--- src/rtl/vga_bounce_drawer.sv ---
// ---------------------------------------------------------------------------
// vga_bounce_drawer
//
// Draws one BOXW x BOXH box in BOX_RGB over a BG_RGB background. The box
// moves STEP pixels on each axis every FRAMEDIV frames and bounces off the
// edges of the active area. The block sits between the VGA timing generator
// and the 4-bit-per-channel DAC pins.
//
// Ports:
//   clk          pixel-domain clock
//   reset        asynchronous, active-high reset
//   isdisplayed  high while (x,y) is inside the active area
//   x, y         current pixel coordinates from the timing generator
//   run          1 = motion enabled; 0 = box frozen and frame divider held
//   recenter     synchronous pulse that returns the box to the centre
//   r, g, b      registered pixel colour (one clock of latency)
//   hit          one-cycle pulse after any move that bounced on either axis
// ---------------------------------------------------------------------------
module vga_bounce_drawer #(
    parameter logic [9:0]  HACTIVE  = 10'd640,
    parameter logic [9:0]  VACTIVE  = 10'd480,
    parameter logic [9:0]  BOXW     = 10'd320,
    parameter logic [9:0]  BOXH     = 10'd240,
    parameter logic [9:0]  STEP     = 10'd4,
    parameter logic [7:0]  FRAMEDIV = 8'd1,
    parameter logic [11:0] BOX_RGB  = 12'hF00,
    parameter logic [11:0] BG_RGB   = 12'h00F
) (
    input  logic       clk,
    input  logic       reset,
    input  logic       isdisplayed,
    input  logic [9:0] x,
    input  logic [9:0] y,
    input  logic       run,
    input  logic       recenter,
    output logic [3:0] r,
    output logic [3:0] g,
    output logic [3:0] b,
    output logic       hit
);

    // Largest legal top-left coordinate on each axis; zero when the box
    // fills the whole axis.
    localparam logic [9:0]  MAX_X      = HACTIVE - BOXW;
    localparam logic [9:0]  MAX_Y      = VACTIVE - BOXH;
    localparam logic [9:0]  START_X    = MAX_X >> 1;
    localparam logic [9:0]  START_Y    = MAX_Y >> 1;
    localparam logic [10:0] STEP_W     = {1'b0, STEP};
    localparam logic [7:0]  LAST_FRAME = FRAMEDIV - 8'd1;

    typedef enum logic {
        DIR_POS,
        DIR_NEG
    } dir_t;

    // Architectural state
    logic [9:0]  box_x;
    logic [9:0]  box_y;
    dir_t        dir_x;
    dir_t        dir_y;
    logic [7:0]  frame_cnt;
    logic        tick_prev;

    // Next-state values
    logic [9:0]  box_x_next;
    logic [9:0]  box_y_next;
    dir_t        dir_x_next;
    dir_t        dir_y_next;
    logic [7:0]  frame_cnt_next;
    logic        hit_next;

    // Candidate per-axis move results
    logic [9:0]  step_x;
    logic [9:0]  step_y;
    dir_t        turn_x;
    dir_t        turn_y;
    logic        bounce_x;
    logic        bounce_y;

    // Frame tick and pixel path
    logic        tick_now;
    logic        tick;
    logic        in_box_x;
    logic        in_box_y;
    logic [11:0] pixel_next;

    // The timing generator parks on (0, VACTIVE) once per frame; that spot
    // may be held for several clocks, so only its rising edge is a tick.
    assign tick_now = (x == 10'd0) && (y == VACTIVE);
    assign tick     = tick_now && !tick_prev;

    // Candidate horizontal move. Sums are widened to 11 bits so pos+STEP
    // never wraps, and an overshoot clamps exactly onto the limit.
    always_comb begin
        step_x   = box_x;
        turn_x   = dir_x;
        bounce_x = 1'b0;
        if (dir_x == DIR_POS) begin
            if (({1'b0, box_x} + STEP_W) >= {1'b0, MAX_X}) begin
                step_x   = MAX_X;
                turn_x   = DIR_NEG;
                bounce_x = 1'b1;
            end else begin
                step_x = box_x + STEP;
            end
        end else begin
            if ({1'b0, box_x} <= STEP_W) begin
                step_x   = 10'd0;
                turn_x   = DIR_POS;
                bounce_x = 1'b1;
            end else begin
                step_x = box_x - STEP;
            end
        end
    end

    // Candidate vertical move, same rules against the vertical limit.
    always_comb begin
        step_y   = box_y;
        turn_y   = dir_y;
        bounce_y = 1'b0;
        if (dir_y == DIR_POS) begin
            if (({1'b0, box_y} + STEP_W) >= {1'b0, MAX_Y}) begin
                step_y   = MAX_Y;
                turn_y   = DIR_NEG;
                bounce_y = 1'b1;
            end else begin
                step_y = box_y + STEP;
            end
        end else begin
            if ({1'b0, box_y} <= STEP_W) begin
                step_y   = 10'd0;
                turn_y   = DIR_POS;
                bounce_y = 1'b1;
            end else begin
                step_y = box_y - STEP;
            end
        end
    end

    // Motion control: recenter wins over a tick; ticks are ignored while
    // run is low, so the frame divider is held as well as the box.
    always_comb begin
        box_x_next     = box_x;
        box_y_next     = box_y;
        dir_x_next     = dir_x;
        dir_y_next     = dir_y;
        frame_cnt_next = frame_cnt;
        hit_next       = 1'b0;
        if (recenter) begin
            box_x_next     = START_X;
            box_y_next     = START_Y;
            dir_x_next     = DIR_POS;
            dir_y_next     = DIR_POS;
            frame_cnt_next = 8'd0;
        end else if (tick && run) begin
            if (frame_cnt == LAST_FRAME) begin
                frame_cnt_next = 8'd0;
                box_x_next     = step_x;
                box_y_next     = step_y;
                dir_x_next     = turn_x;
                dir_y_next     = turn_y;
                hit_next       = bounce_x || bounce_y;
            end else begin
                frame_cnt_next = frame_cnt + 8'd1;
            end
        end
    end

    // Pixel colour uses the box position as it stands this cycle, so a move
    // only becomes visible on the following pixel.
    always_comb begin
        in_box_x = ({1'b0, x} >= {1'b0, box_x}) &&
                   ({1'b0, x} <  ({1'b0, box_x} + {1'b0, BOXW}));
        in_box_y = ({1'b0, y} >= {1'b0, box_y}) &&
                   ({1'b0, y} <  ({1'b0, box_y} + {1'b0, BOXH}));
        if (!isdisplayed) begin
            pixel_next = 12'h000;
        end else if (in_box_x && in_box_y) begin
            pixel_next = BOX_RGB;
        end else begin
            pixel_next = BG_RGB;
        end
    end

    // State and output registers; reset blanks the DAC straight away and
    // re-centres the box so the first tick after release is frame 1.
    always_ff @(posedge clk or posedge reset) begin
        if (reset) begin
            box_x     <= START_X;
            box_y     <= START_Y;
            dir_x     <= DIR_POS;
            dir_y     <= DIR_POS;
            frame_cnt <= 8'd0;
            tick_prev <= 1'b0;
            hit       <= 1'b0;
            r         <= 4'd0;
            g         <= 4'd0;
            b         <= 4'd0;
        end else begin
            box_x     <= box_x_next;
            box_y     <= box_y_next;
            dir_x     <= dir_x_next;
            dir_y     <= dir_y_next;
            frame_cnt <= frame_cnt_next;
            tick_prev <= tick_now;
            hit       <= hit_next;
            r         <= pixel_next[11:8];
            g         <= pixel_next[7:4];
            b         <= pixel_next[3:0];
        end
    end

endmodule

--- config.mk ---
export PLATFORM = sky130hd
export DESIGN_NAME = vga_bounce_drawer
export DESIGN_NICKNAME = d
export VERILOG_FILES = /design/src/rtl/vga_bounce_drawer.sv
export SDC_FILE = /design/constraint.sdc
export NUM_CORES = 1
export LEC_CHECK = 0
export ABC_AREA = 1
export CORE_MARGIN = 2
export CORE_UTILIZATION = 40
export DETAILED_ROUTE_END_ITERATION = 7
export HOLD_SLACK_MARGIN = 0.05
export PLACE_DENSITY = 0.61
export SYNTH_ARGS = -nofsm -noshare
export SYNTH_HDL_FRONTEND = slang
export SYNTH_SLANG_ARGS = --single-unit
--- constraint.sdc ---
create_clock -name clk -period 3.1 [get_ports clk]
set_clock_uncertainty 0.1 [all_clocks]
set_input_delay 0.62 -clock clk [delete_from_list [all_inputs] [get_ports clk]]
set_output_delay 0.62 -clock clk [all_outputs]
set_load 0.01 [all_outputs]
==> results.yml <==
outcome:
  status: "complete, no violations"
synthesis:
  synth_area_um2: 3290
  ys_top_cells_by_count: "nand2_1, inv_1, nor2_1"
  async_reset_ff_share_pct: 100
  synth.most_common_cell: "nand2_1"
  synth_top_area_share_pct: 18.2
  syn_inst: 498
  syn_area_per_cell_um2: 6.62
  yosys.area.top_type: "dfrtp_1"
  synth_ff_type: "dfrtp_1"
  yosys-top-cells-area: "dfrtp_1, ha_1, nand2_1"
  synth-edff-count: 0
  yosysWarnings: 0
  synth_cell_type_count: 41
  ys_seq_elements: 30
  synth.yosys.seq_area_share_pct: 23.0
placement:
  hpwlAfterDp_um: 6580
  place_inst: 625
  postPlaceCellArea_um2: 3660
  gp_congestion: 0.893
  port_buffers: 33
  place_ws_ns: 0.474
route:
  drt-initial-drc-count: 176
  vias_per_cell: 4.94
  drc_errors: 0
  drtPass1Iterations: 4
  drt_wl_total_um: 7960
  wl_per_cell_um: 12.6
  antenna_left: 0
  via_count: 3125
power:
  p_leak_nw: 1.94
  power_density_nw_per_um2: 309
  ir_drop_mv: 0.145
  finalPower_mw: 1.16
global_route:
  grt_pass1_vias: 3211
  antenna_found_initial: 0
  grt_overflow: 0
  grt_usage_pct: 19.9
  grt_pass1_wl_um: 14300
  grt_max_degree: 20
sta:
  fin_tns_setup_ns: 0
  hold_violations: 0
  rsz0062_at_grt: "no"
  finalSetupViolations: 0
  fin_crit_sh_pct: 80.2
  setup_slack_ns: 0.613
  hold_slack_ns: 0.431
  finalMaxSlewViolations: 0
  finalCriticalPeriod_ns: 2.49
  fmax_mhz: 402
clocking:
  htree_levels: 2
  cts_sinks: 30
  ctsResizeCount: 0
  clock_latency_ns: 0.28
  postCtsSetupBuffers: 0
  cts_root_buf: "clkbuf_8"
  cts.reportedPaths.clkPinSlew_ns: 0.06
  cts_max_path_buffers: 2
  cts_hold_buffers: 0
  cts_buffers: 5
  cts_tree: "built"
finish:
  syn_to_final_growth_pct: 13.7
  final_core_util_pct: 46.3
  design_area_um2: 3750
  final_cells: 633
  multi_input_area_um2: 2140
  final_nets: 591
  antenna-diode-count: 0
  fill_cells: 876
  seq_area_um2: 758
  drive_above_1_share_pct: 7.58
floorplan:
  pin_count: 38
  core_area_um2: 8090
  die_w_um: 94.8
  row_count: 33
  dieArea_um2: 8980
  die_h_um: 94.8
  start_util_pct: 40.7
worst_setup_path:
  cp_slowest_cell: "dfstp_2"
  required_ns: 3.16
  worstPathMaxFanout: 8
  slowest_delay_ns: 0.63
  crit_top_cell: "nor2_1"
  endpoint_kind: "register"
  start_kind: "register"
  worstSetupPathType: "register to register"
  crit_chain: "inv_1 > ha_1 > nand2_1 > xor2_1 > ha_1 > a21o_1 > nand3_1 > nand2_1 > nor2_1 > nand3_1 > nor2_1 > nor2_1"
  r2r_setup_slack_ns: 0.61
  critPathArrivalTime_ns: 2.55
worst_hold_path:
  hold_path_class: "register to register"
job:
  cap_violations: 0
==> layer usage <==
| layer | GRT usage, % | share of wire (%) | wire length, um | vias up |
|---|---|---|---|---|
| li1 | - | - | - | 1647 |
| met4 | 5.31 | 0.82 | 65 | 0 |
| met1 | 25.1 | 47 | 3720 | 1434 |
| met5 | 0 | 0 | 0 | - |
| met2 | 36.0 | 50 | 3980 | 37 |
| met3 | 2.15 | 2.5 | 202 | 7 |
==> final cells by class <==
cell class,instances,area share [%]
Inverter,71,7.28
Clock buffer,6,1.94
Multi-Input combinational cell,382,57.1
Timing Repair Buffer,37,9.62
Clock inverter,2,0.267
Tap cell,105,3.51
Sequential cell,30,20.2
==> state kept, by name, indices dropped and copies added (netlist names) <==
register / count
box_y: 8
dir_x: 1
frame_cnt: 8
hit: 1
b: 1
box_x: 8
tick_prev: 1
dir_y: 1
r: 1
==> placed cells by master (no fill, tap or decap) <==
| cell type | count |
|---|---|
| nor2_2 | 2 |
| buf_4 | 4 |
| o211ai_1 | 1 |
| nand3b_1 | 1 |
| nand2_2 | 5 |
| inv_2 | 3 |
| nand4_2 | 1 |
| o21ai_1 | 1 |
| xor2_1 | 14 |
| a21o_1 | 1 |
| nor3b_1 | 1 |
| inv_1 | 66 |
| a21boi_0 | 2 |
| clkinv_4 | 1 |
| nand3_2 | 2 |
| conb_1 | 4 |
| dfrtp_1 | 24 |
| ha_1 | 39 |
| o21a_1 | 2 |
| o31ai_1 | 1 |
| clkdlybuf4s50_1 | 33 |
| a21oi_2 | 1 |
| or2_2 | 1 |
| nand3_1 | 48 |
| dfstp_2 | 6 |
| or2_0 | 1 |
| nand3_4 | 1 |
| nand2_1 | 127 |
| nor2_4 | 3 |
| nand4_1 | 14 |
| clkinv_2 | 3 |
| o21bai_1 | 2 |
| clkbuf_8 | 5 |
| o21ai_2 | 1 |
| nand2_4 | 1 |
| nor2_1 | 57 |
| o21ai_0 | 22 |
| nor3_1 | 4 |
| a21oi_1 | 22 |
| clkbuf_1 | 1 |
==> critical path: cells and delay by family (launching register included) <==
family                     cells  cell delay, ns
adders and majority gates      2            0.54
AOI/OAI and AO/OA              1            0.17
buffers and inverters          1            0.12
xor gates and xnor gates       1            0.25
DFF                            1            0.63
and+or+nand+nor                7            0.57
==> where the power goes <==
group          leakage [nW]  switching (mW)  internal (mW)
sequential            0.395          0.0383          0.423
clock                0.0450           0.140          0.155
combinational          1.50           0.240          0.161
total                  1.94           0.419          0.738
==> worst paths after layout <==
path / startpoint / end / depth (start not counted)
setup / recovery: box_y[4]$_DFFE_PP1P_ / b[2]$_DFF_PP0_ / 12
hold / removal: box_y[5]$_DFFE_PP1P_ / box_y[5]$_DFFE_PP1P_ / 2
setup reg to reg: box_y[4]$_DFFE_PP1P_ / b[2]$_DFF_PP0_ / 12
hold reg to reg: box_y[5]$_DFFE_PP1P_ / box_y[5]$_DFFE_PP1P_ / 2
max in group asynchronous: reset / box_y[5]$_DFFE_PP1P_ / 3
min in group asynchronous: reset / dir_y$_DFFE_PP0P_ / 2
==> kinds of logic (layout without fill, tap and decap cells) <==
kind of cell               Yosys count  after routing  share of synthesized area [%]
other                                1              4                          0.114
adders and majority gates           39             39                           14.8
xor gates and xnor gates            14             14                           3.72
buffers and inverters               89            116                           12.3
and+or+nand+nor                    269            269                           36.6
AOI/OAI and AO/OA                   56             56                           9.42
DFF                                 30             30                           23.0
(Power assumes the default switching activity.)
